<file path="src/rtl/loop_sequencer.sv">
// loop_sequencer: accepts a (count, reps) command and launches the loop
// engine `reps` times with `count` iterations each. It waits for the
// engine's completion between runs and pulses `done` when the command ends.
// Optional watchdog: define LOOP_SEQ_TIMEOUT_EN to abort a run that stays
// in WAIT for TMO_CYC cycles.
module loop_sequencer #(
  parameter int CNT_W   = 8,
  parameter int TMO_CYC = 255
) (
  input  logic             clk,
  input  logic             rst,
  input  logic             cmd_valid,
  output logic             cmd_ready,
  input  logic [CNT_W-1:0] cmd_count,
  input  logic [3:0]       cmd_reps,
  output logic             eng_start,
  output logic [CNT_W-1:0] eng_count,
  input  logic             eng_finish,
  output logic             busy,
  output logic             done,
  output logic [3:0]       runs_done,
  output logic             timeout
);

  typedef enum logic [1:0] {
    S_IDLE   = 2'd0,
    S_LAUNCH = 2'd1,
    S_WAIT   = 2'd2,
    S_DONE   = 2'd3
  } state_t;

  state_t           state, state_nxt;
  logic [CNT_W-1:0] count_q;
  logic [3:0]       reps_q;
  logic [3:0]       runs_q;
  logic [3:0]       runs_inc;
  logic             accept;
  logic             finish_hit;
  logic             tmo_hit;

  // Run counter never wraps: it sticks at 15.
  function automatic logic [3:0] sat_inc4(input logic [3:0] v);
    return (v == 4'hF) ? v : v + 4'd1;
  endfunction

  assign accept     = (state == S_IDLE) && cmd_valid;
  assign finish_hit = (state == S_WAIT) && eng_finish;
  assign runs_inc   = sat_inc4(runs_q);

  assign cmd_ready = (state == S_IDLE);
  assign eng_start = (state == S_LAUNCH);
  assign busy      = (state != S_IDLE);
  assign done      = (state == S_DONE);
  assign eng_count = count_q;
  assign runs_done = runs_q;

`ifdef LOOP_SEQ_TIMEOUT_EN
  localparam int TW = (TMO_CYC < 2) ? 1 : $clog2(TMO_CYC + 1);

  logic [TW-1:0] tmo_cnt;
  logic          timeout_q;

  // The last permitted WAIT cycle is the one where the counter reads TMO_CYC-1.
  assign tmo_hit = (state == S_WAIT) && !eng_finish && (tmo_cnt == TW'(TMO_CYC - 1));
  assign timeout = timeout_q;

  // Watchdog: counts WAIT cycles, restarts from 0 on every entry to WAIT.
  always_ff @(posedge clk or posedge rst) begin
    if (rst) begin
      tmo_cnt   <= '0;
      timeout_q <= 1'b0;
    end else begin
      if (state == S_WAIT) tmo_cnt <= tmo_cnt + 1'b1;
      else                 tmo_cnt <= '0;
      if (accept)       timeout_q <= 1'b0;
      else if (tmo_hit) timeout_q <= 1'b1;
    end
  end
`else
  // No watchdog: WAIT holds until the engine finishes.
  assign tmo_hit = 1'b0;
  assign timeout = 1'b0;
`endif

  // State register.
  always_ff @(posedge clk or posedge rst) begin
    if (rst) state <= S_IDLE;
    else     state <= state_nxt;
  end

  // Next-state logic; completions outside WAIT are stale and dropped.
  always_comb begin
    state_nxt = state;
    unique case (state)
      S_IDLE:   if (cmd_valid) state_nxt = (cmd_reps != 4'd0) ? S_LAUNCH : S_DONE;
      S_LAUNCH: state_nxt = S_WAIT;
      S_WAIT: begin
        if (finish_hit)   state_nxt = (runs_inc == reps_q) ? S_DONE : S_LAUNCH;
        else if (tmo_hit) state_nxt = S_DONE;
      end
      S_DONE:   state_nxt = S_IDLE;
      default:  state_nxt = S_IDLE;
    endcase
  end

  // Command latch and run counter; both hold after DONE until the next accept.
  always_ff @(posedge clk or posedge rst) begin
    if (rst) begin
      count_q <= '0;
      reps_q  <= '0;
      runs_q  <= '0;
    end else if (accept) begin
      count_q <= cmd_count;
      reps_q  <= cmd_reps;
      runs_q  <= '0;
    end else if (finish_hit) begin
      runs_q  <= runs_inc;
    end
  end

endmodule

</file>
<file path="config.mk">
export PLATFORM = sky130hd
export DESIGN_NAME = loop_sequencer
export DESIGN_NICKNAME = d
export VERILOG_FILES = /design/src/rtl/loop_sequencer.sv
export SDC_FILE = /design/constraint.sdc
export NUM_CORES = 1
export LEC_CHECK = 0
export CORE_UTILIZATION = 41
export DETAILED_ROUTE_END_ITERATION = 8
export GPL_TIMING_DRIVEN = 0
export PLACE_DENSITY = 0.81
export SETUP_SLACK_MARGIN = 0.02
export SLEW_MARGIN = 20
export SYNTH_ARGS = -nofsm -noshare
export SYNTH_HDL_FRONTEND = slang
export SYNTH_SLANG_ARGS = --single-unit
</file>
<file path="constraint.sdc">
create_clock -name clk -period 4.35 [get_ports clk]
set_input_delay 0.87 -clock clk [delete_from_list [all_inputs] [get_ports clk]]
set_output_delay 0.87 -clock clk [all_outputs]
set_load 0.005 [all_outputs]
</file>
==> flow_summary.toml <==
[timing]
fin_crit_sh = 0.5820
worstMarginPinSlew_ns = 0.6718
hold_violations = 0
setup_ws_ns = 1.818
rsz0062_at_grt = "no"
finalMaxSlewViolations = 0
fin_crit_ns = 2.532
timing.hold.ws_ns = 0.5188
slew_headroom = 0.5516
max_freq_mhz = 395.0
fin_skew_ns = 0.006948
setup_tns_ns = 0
setup_viol = 0

[power]
combPwrFrac = 0.524
peakVddDrop_mv = 0.3439
p_sw_mw = 0.2783
p_leak_nw = 0.5800
seqPwrFrac = 0.359
p_int_mw = 0.5955
power_frac_clock = 0.117
powerDensity_nw_per_um2 = 646.6
switching_share = 0.3185

[final_layout]
fillers = 186
diodes = 0
layout_commonest_cell = "clkdlybuf4s50_1"
final_area_um2 = 1351
syn_to_final_growth_pct = 39.36
layout_common_cells = "31 x clkdlybuf4s50_1, 18 x dfrtp_1, 7 x mux2_4"
nets = 135
drive_gt1_frac = 0.2308

[flow_run]
max-cap-violations = 0

[placement]
io_buffers = 31
place_area_um2 = 1315
pre_cts_ws_ns = 1.878
gp_congestion = 0.8843
hpwl_mm = 1.558

[die]
die_area_um2 = 2563
start_util = 0.4383
die_x_um = 50.63
rows = 17
core_area_um2 = 2212
die_h_um = 50.63
pin_count = 33

[route]
routed_via_density = 5.152
wl_per_cell_um = 13.89
routed_wl_mm = 2.014
top_layer = "met4"
drt_iter0_drc = 5
wl_met1_um = 870
wl_met3_um = 123
routed-via-count = 747
ant_nets = 0
dr_wl_met2_um = 971
drt-pass1-iter-count = 4
drc_errors = 0

[worst_setup_path]
critPathRequiredTime_ns = 3.48
startpoint_type = "register"
crit_type = "reg -> out"
endpoint_kind = "output port"
cp_max_fo = 8
cp.arrival_ns = 1.66
r2r_cells = 5

[hold_path]
hold_depth = 1
min_path_type = "reg -> reg"

[synth]
synth_nets = 99
ys_seq_area_frac = 0.4645
ys_warn_count = 0
ys_ff_latch = 18
synthesis.area_um2 = 969.7
synth_area_per_cell_um2 = 11.83
synth_top_area_share = 0.4645
synthTopCellsByArea = "dfrtp_1 46%, mux2_4 11%, mux2_2 5.8%, o21ai_0 2.6%, mux2i_1 2.1%"
synthCells = 82
yosys.area.top_type = "dfrtp_1"
ys_types = 35

[cts]
cts_resized = 0
cts_sinks = 18
clk_pin_slew_worst_paths_ns = 0.10
cts_setup_buffers = 0
post_cts_hold_buffer_count = 0
cts-root-buf = "clkbuf_4"
clockBufferDepth = 2
htree_levels = 1
cts_tree = "yes"
numCtsBuffers = 3
clock_latency_ns = 0.29

[grt]
antenna_found_initial = 0
grt_pass1_wl_mm = 3.560
grt_max_degree = 19
grt_overflow = 0
track_usage = 0.1903
grt_pass1_vias = 813

[outcome]
status = "completed"
==> flip-flops by register name (all words and copies together) (netlist names) <==
| register | count |
|---|---|
| eng_count | 8 |
| reps_q | 4 |
| state | 2 |
| runs_done | 4 |
==> power by group through the flow <==
stage | Clock (mW) | Sequential [mW] | Combinational, mW
6_report | 0.102 | 0.314 | 0.458
5_1_grt | 0.114 | 0.326 | 0.497
4_1_cts | 0.106 | 0.315 | 0.464
3_5_place_dp | 0 | 0.315 | 0.463
3_3_place_gp | 0 | 0.310 | 0.445
2_1_floorplan | 0 | 0.307 | 0.268
==> cell type report <==
cell class                      count  area [um2]  area share
Buffer                              4       38.79     0.02870
Clock buffer                        4       36.28     0.02685
Inverter                            3       11.26    0.008333
Multi-Input combinational cell     57       469.2      0.3472
Sequential cell                    18       450.4      0.3333
Tap cell                           28       35.03     0.02593
Timing Repair Buffer               31       310.3      0.2296
==> worst paths after layout <==
kind | from | to | slack (ns)
hold / removal | eng_count[0]$_DFFE_PP0P_ | eng_count[0]$_DFFE_PP0P_ | 0.52
setup / recovery | state[1]$_DFFE_PP0P_ | cmd_ready | 1.82
min in group asynchronous | rst | eng_count[4]$_DFFE_PP0P_ | 0.96
setup reg to reg | runs_done[0]$_DFFE_PP0P_ | state[1]$_DFFE_PP0P_ | 2.64
hold reg to reg | eng_count[0]$_DFFE_PP0P_ | eng_count[0]$_DFFE_PP0P_ | 0.52
max in group asynchronous | rst | reps_q[3]$_DFFE_PP0P_ | 2.96
==> through the flow <==
stage	util	total power, mW	instances
global placement	0.5945	0.7552	141
detailed placement	0.5945	0.7778	141
floorplan	-	0.5748	82
finish	0.6109	0.8738	145
CTS	0.6109	0.8845	145
global route	0.6109	0.9376	145
==> synth_stat cells, drive strengths merged <==
master / instances
xor2: 2
ha: 1
nor3: 1
o22ai: 2
dfrtp: 18
nand2b: 2
nand4b: 1
nand3: 3
a32o: 1
conb: 1
or2: 3
nand2: 3
o311a: 1
mux2: 12
and3b: 1
nor3b: 1
nor4: 1
and3: 2
nor2: 3
buf: 4
o31ai: 2
and2: 2
o21ai: 5
or3: 1
mux2i: 2
nand3b: 1
a21oi: 3
inv: 3
==> cell families after synthesis <==
group | after synthesis | synth area share
simple gates | 25 | 0.1665
flops | 18 | 0.4645
compound gates | 14 | 0.09547
mux | 14 | 0.1871
buf+inv | 7 | 0.05160
xor+xnor | 2 | 0.01807
fa+ha+maj | 1 | 0.01290
other cells | 1 | 0.003867
==> metal layers <==
metal	GRT usage	up-vias
li1	-	360
met1	0.2371	345
met2	0.2956	36
met3	0.04242	6
met4	0.1204	0
met5	0	-
==> worst max-delay path: stages, from the launching register on <==
cell and delay (ns):
dfrtp_1 0.39, buf_6 0.13, or2_2 0.30, inv_1 0.07, clkdlybuf4s50_1 0.49
Power figures use the tool's default switching activity.
